### src/rtl/branch_tracker_pkg.sv
// Shared constants for the branch tracker and the predictor it updates.
// real_result polarity: the predictor counts up on REAL_TAKEN.
package branch_tracker_pkg;

   localparam int DEPTH_DEFAULT = 8;
   localparam int TAG_W_DEFAULT = $clog2(DEPTH_DEFAULT);

   localparam logic REAL_TAKEN     = 1'b0;
   localparam logic REAL_NOT_TAKEN = 1'b1;

   function automatic logic real_result_of(input logic taken);
      return taken ? REAL_TAKEN : REAL_NOT_TAKEN;
   endfunction

endpackage

### src/rtl/branch_tracker_ram.sv
// Payload storage for in-flight branches: one write port at the tail,
// one combinational read port at the head. Status bits live in the top.
module branch_tracker_ram
   import branch_tracker_pkg::*;
#(
   parameter int DEPTH = DEPTH_DEFAULT,
   parameter int TAG_W = $clog2(DEPTH)
) (
   input  logic             clk,
   input  logic             we,
   input  logic [TAG_W-1:0] waddr,
   input  logic [31:0]      wpc,
   input  logic             wpred,
   input  logic [31:0]      walt_pc,
   input  logic [TAG_W-1:0] raddr,
   output logic [31:0]      rpc,
   output logic             rpred,
   output logic [31:0]      ralt_pc
);

   logic [31:0] pc_mem     [DEPTH];
   logic        pred_mem   [DEPTH];
   logic [31:0] alt_pc_mem [DEPTH];

   // Payload needs no reset: an entry is only read once its valid bit is set.
   always_ff @(posedge clk) begin
      if (we) begin
         pc_mem[waddr]     <= wpc;
         pred_mem[waddr]   <= wpred;
         alt_pc_mem[waddr] <= walt_pc;
      end
   end

   assign rpc     = pc_mem[raddr];
   assign rpred   = pred_mem[raddr];
   assign ralt_pc = alt_pc_mem[raddr];

endmodule

### src/rtl/branch_tracker.sv
// In-flight branch bookkeeping: in-order allocate, out-of-order resolve,
// in-order retire with predictor update and one-cycle mispredict flush.
module branch_tracker
   import branch_tracker_pkg::*;
#(
   parameter int DEPTH = DEPTH_DEFAULT,
   parameter int TAG_W = $clog2(DEPTH)
) (
   input  logic             clk,
   input  logic             rst,
   input  logic             rdy,
   input  logic             alloc_valid,
   input  logic [31:0]      alloc_pc,
   input  logic             alloc_pred,
   input  logic [31:0]      alloc_alt_pc,
   output logic [TAG_W-1:0] alloc_tag,
   output logic             full,
   input  logic             res_valid,
   input  logic [TAG_W-1:0] res_tag,
   input  logic             res_taken,
   output logic             ROB_valid,
   output logic [31:0]      commit_pc,
   output logic             real_result,
   output logic             flush,
   output logic [31:0]      flush_pc
);

   localparam logic [TAG_W:0] FULL_COUNT = (TAG_W+1)'(DEPTH);

   logic [TAG_W-1:0] head;
   logic [TAG_W-1:0] tail;
   logic [TAG_W:0]   count;
   logic [DEPTH-1:0] valid_q;
   logic [DEPTH-1:0] resolved_q;
   logic [DEPTH-1:0] taken_q;

   logic [31:0] head_pc;
   logic        head_pred;
   logic [31:0] head_alt_pc;

   logic commit_now;
   logic flush_now;
   logic alloc_ok;
   logic res_ok;

   assign alloc_tag = tail;
   assign full      = (count == FULL_COUNT);

   // Commit looks only at registered state, so a resolve needs one edge to land.
   assign commit_now = rdy && valid_q[head] && resolved_q[head];
   assign flush_now  = commit_now && (taken_q[head] != head_pred);
   assign alloc_ok   = rdy && alloc_valid && !full && !flush_now;
   assign res_ok     = rdy && res_valid && valid_q[res_tag] && !resolved_q[res_tag] && !flush_now;

   branch_tracker_ram #(
      .DEPTH (DEPTH),
      .TAG_W (TAG_W)
   ) u_ram (
      .clk     (clk),
      .we      (alloc_ok),
      .waddr   (tail),
      .wpc     (alloc_pc),
      .wpred   (alloc_pred),
      .walt_pc (alloc_alt_pc),
      .raddr   (head),
      .rpc     (head_pc),
      .rpred   (head_pred),
      .ralt_pc (head_alt_pc)
   );

   // Pointer, occupancy and per-entry status bits. Because full is based on
   // the pre-edge count, the tail slot can never be the head being retired.
   always_ff @(posedge clk or negedge rst) begin
      if (!rst) begin
         head       <= '0;
         tail       <= '0;
         count      <= '0;
         valid_q    <= '0;
         resolved_q <= '0;
         taken_q    <= '0;
      end else if (rdy) begin
         if (flush_now) begin
            head       <= '0;
            tail       <= '0;
            count      <= '0;
            valid_q    <= '0;
            resolved_q <= '0;
         end else begin
            if (alloc_ok) begin
               valid_q[tail]    <= 1'b1;
               resolved_q[tail] <= 1'b0;
               tail             <= tail + 1'b1;
            end
            if (res_ok) begin
               resolved_q[res_tag] <= 1'b1;
               taken_q[res_tag]    <= res_taken;
            end
            if (commit_now) begin
               valid_q[head] <= 1'b0;
               head          <= head + 1'b1;
            end
            case ({alloc_ok, commit_now})
               2'b10:   count <= count + 1'b1;
               2'b01:   count <= count - 1'b1;
               default: count <= count;
            endcase
         end
      end
   end

   // Registered predictor-update and flush outputs; pulses drop while stalled.
   always_ff @(posedge clk or negedge rst) begin
      if (!rst) begin
         ROB_valid   <= 1'b0;
         commit_pc   <= '0;
         real_result <= 1'b0;
         flush       <= 1'b0;
         flush_pc    <= '0;
      end else if (!rdy) begin
         ROB_valid <= 1'b0;
         flush     <= 1'b0;
      end else begin
         ROB_valid <= commit_now;
         flush     <= flush_now;
         if (commit_now) begin
            commit_pc   <= head_pc;
            real_result <= real_result_of(taken_q[head]);
         end
         if (flush_now) begin
            flush_pc <= head_alt_pc;
         end
      end
   end

endmodule

### config.mk
export PLATFORM = sky130hd
export DESIGN_NAME = branch_tracker
export DESIGN_NICKNAME = d
export VERILOG_FILES = /design/src/rtl/branch_tracker_pkg.sv /design/src/rtl/branch_tracker_ram.sv /design/src/rtl/branch_tracker.sv
export SDC_FILE = /design/constraint.sdc
export NUM_CORES = 1
export LEC_CHECK = 0
export ABC_AREA = 1
export ABC_CLOCK_PERIOD_IN_PS = 5150
export CELL_PAD_IN_SITES_DETAIL_PLACEMENT = 1
export CELL_PAD_IN_SITES_GLOBAL_PLACEMENT = 1
export CORE_MARGIN = 1.5
export CORE_UTILIZATION = 25
export CTS_BUF_LIST = sky130_fd_sc_hd__clkbuf_16
export CTS_CLUSTER_DIAMETER = 40
export DETAILED_ROUTE_END_ITERATION = 16
export DONT_BUFFER_PORTS = 1
export HOLD_SLACK_MARGIN = 0.12
export PLACE_DENSITY_LB_ADDON = 0.1
export SYNTH_ARGS = -nofsm -noshare
export SYNTH_HDL_FRONTEND = slang
export SYNTH_SLANG_ARGS = --single-unit
export TNS_END_PERCENT = 10
### constraint.sdc
create_clock -name clk -period 5.15 [get_ports clk]
set_input_delay 1.2875 -clock clk [delete_from_list [all_inputs] [get_ports clk]]
set_output_delay 1.2875 -clock clk [all_outputs]
set_load 0.1 [all_outputs]
==> flow_summary.yaml <==
placement:
  port_buffers: 0
  hpwl_um: 37700
  dpl-instance-area_mm2: 0.0256
  gp_congestion: 0.717
worst_setup_path:
  cp_num_buf_inv: 4
  cp_num_cells: 12
  critical-path-top-delay-family: "simple AND/OR/NAND/NOR gates"
  crit_required_ns: 5.51
  r2r_start: "head[0]"
  ff2ff_setup_slack_ns: 1.51
  cp_max_fo: 54
  worstSetupPathType: "flip-flop to flip-flop"
  cp-endpoint: "u_ram.pc_mem[3][4]"
  crit_path_start: "head[0]"
  cp.arrival_ns: 3.99
  reg2reg_depth: 12
  worstReg2RegEnd: "u_ram.pc_mem[3][4]"
  critPathCaptureType: "flip-flop"
  crit_path_top_delay_cell: "nor2_4"
  cp-start-kind: "flip-flop"
  crit_path_max_incr_delay_ns: 0.78
  crit_chain: "buf_4 > nand2_1 > o211ai_1 > nand2_1 > inv_1 > nand2_1 > nand2_4 > inv_2 > nand2_4 > nand2_4 > nor2_4 > buf_4"
cells_and_area:
  area_growth_pct: 23.0
  seqCellArea_mm2: 0.0181
  fin_area_mm2: 0.0295
  insertedDiodeCount: 0
  fillers: 10100
  multi_input_area_mm2: 0.00525
  nNetsFinal: 1997
  drive_gt1_share_pct: 12.6
logic_synthesis:
  ys_seq_elements: 621
  synth_cell_types: 34
  syn_avg_cell_area_um2: 12.8
  synth-seq-area-share_pct: 75.6
  yosysWarnings: 0
  syn_nets: 1954
  netlist_instances: 1876
  syn-cell-area_mm2: 0.0240
cts:
  post_cts_buffers: 0
  clk_latency_ns: 0.67
  cts_resized: 0
  hold_buffers: 0
  cts_tree: "built"
  numCtsBuffers: 115
  cts-root-buf: "clkbuf_16"
  clkTransAtPathRegs_ns: 0.06
  numClockSinks: 621
  htreeDepth: 3
  clockBufferDepth: 3
floorplan:
  core_area_mm2: 0.0950
  num_io_pins: 145
  start_util_pct: 25.2
  dieHeight_um: 313
  die_w_um: 313
  fp-row-count: 113
  fp.dieArea_mm2: 0.0978
grt:
  met3_usage_pct: 3.65
  grt_max_degree: 102
  use_met2_pct: 24.7
  use_met1_pct: 19.7
  grt_pass1_wl_um: 110000
  grt_use_total_pct: 15.1
  grt_pass1_vias: 16200
  top_usage_layer: "met2"
  grt_overflow: 0
  grt_antenna_before_repair: 1
sta:
  finalHoldViolCount: 0
  period_needed_ns: 3.64
  finalClockSkew_ns: 0.0217
  holdWs_ns: 0.332
  maxSlewViolCount: 0
  report.final.setup_viol: 0
  finalCritPeriodShare_pct: 70.6
  rsz0062_at_grt: "false"
  tightestPinTransition_ns: 1.12
  slew_headroom_pct: 25.3
  max_freq_mhz: 275
hold_path:
  hp-class: "input port to async pin"
run_status:
  outcome: "finished, final reports clean"
detailed_routing:
  drt_iter0_drc: 676
  ant_nets: 0
  wl_per_cell_um: 22.4
  post_drt_via_cell_ratio: 4.56
  dr_total_vias: 15000
  wirelength_um: 73600
  drc: 0
  dr.pass1.iters: 4
flow_run:
  drv_cap: 0
power_and_ir_drop:
  vdd.ir_drop.worst_uv: 261
  powerDensity_mw_per_mm2: 665
  leakage_nw: 10.3
==> through the flow <==
stage	utilization [%]	setup TNS, ns	worst slack, ns	instances	power (W)
finish	31.1	0	1.51	3285	0.0196
floorplan	-	-0.341	-0.0786	1876	0.0108
global placement	26.9	0	1.41	3067	0.0123
detailed placement	26.9	0	1.44	3067	0.0124
global route	31.1	0	1.24	3285	0.0207
CTS	31.1	0	1.41	3285	0.0200
==> how the worst min path moves through the flow <==
stage	startpoint	to	depth (start not counted)
after floorplan	resolved_q[3]	resolved_q[3]	2
after global placement	taken_q[7]	taken_q[7]	2
after detailed placement	taken_q[6]	taken_q[6]	2
after CTS	rst	flush_pc[9]	0
after global routing	rst	commit_pc[19]	0
final	rst	flush_pc[9]	0
==> flip-flops by register name (all words and copies together), names as in the netlist <==
| name | count |
|---|---|
| u_ram.alt_pc_mem | 256 |
| flush | 1 |
| count | 4 |
| ROB_valid | 1 |
| u_ram.pred_mem | 8 |
| head | 3 |
| resolved_q | 8 |
| commit_pc | 32 |
| flush_pc | 32 |
| u_ram.pc_mem | 256 |
| valid_q | 8 |
| real_result | 1 |
| taken_q | 8 |
| alloc_tag | 3 |
==> layout make-up <==
cell class,instances,share of cell area [%]
Clock buffer,119,10.1
Clock inverter,99,3.17
Inverter,61,0.801
Multi-Input combinational cell,1085,17.8
Sequential cell,621,61.5
Tap cell,1265,5.36
Timing Repair Buffer,35,1.31
==> cell usage in the layout, fill, tap and decap left out, types with 5 or more instances in the layout <==
cell type,netlist,routed
edfxtp_1,520,520
nor2_1,357,349
o21ai_0,289,289
nand2_1,212,211
clkbuf_16,0,119
dfrtp_1,101,100
o22ai_1,67,67
inv_1,51,63
o21a_1,32,32
o2111ai_1,32,32
nand3_1,28,28
buf_4,7,25
o21ai_1,18,18
clkinv_2,0,18
clkinv_1,0,17
clkinvlp_4,0,17
bufinv_16,0,13
nor2_4,0,11
inv_2,10,10
buf_12,0,10
clkinv_4,0,9
o32ai_1,8,8
inv_6,0,7
a21oi_1,6,6
o211ai_1,5,5
==> cell families after synthesis <==
family                   synth area share (%)
AO/OA/AOI/OAI                            11.2
XOR/XNOR                                0.110
adder cells (fa/ha/maj)                 0.209
buffers and inverters                    2.89
flip-flops                               75.6
AND/OR/NAND/NOR                          9.92
==> cell usage after synthesis <==
cell type	number	share of area, %
nand3b_1	1	0.031
nor4_1	1	0.026
ha_1	4	0.21
edfxtp_1	520	65
o21a_1	32	1.0
o21ai_0	289	6.0
o21ai_1	18	0.38
o211ai_1	5	0.16
a21oi_2	1	0.037
o21ai_2	1	0.037
nand3_1	28	0.58
inv_1	51	0.80
a21oi_1	6	0.13
buf_1	9	0.14
nor2_1	357	5.6
dfrtp_1	101	11
a311oi_1	2	0.073
a211oi_1	2	0.063
nand2_4	2	0.094
a21oi_4	1	0.068
xor2_1	3	0.11
buf_4	7	0.22
inv_2	10	0.16
nand2_1	212	3.3
clkbuf_1	70	1.1
o2111ai_1	32	1.2
nor2_2	3	0.078
o221ai_1	2	0.073
o22ai_1	67	1.7
o32ai_1	8	0.29
nand4_1	4	0.10
nor3_1	2	0.042
buf_2	23	0.48
nand2_2	2	0.052
==> layer usage <==
layer,vias up,routed length (µm)
met3,94,3690
met5,-,11
li1,6886,-
met2,235,34900
met4,2,1390
met1,7749,33600
==> report_power, final <==
group	total [W]	switching, W	leakage [nW]	internal, W
registers	0.00821	0.00210	5.97	0.00611
logic	0.00391	0.00280	2.43	0.00111
clock network	0.00750	0.00265	1.92	0.00485
total	0.0196	0.00755	10.3	0.0121
(Power assumes the default switching activity.)
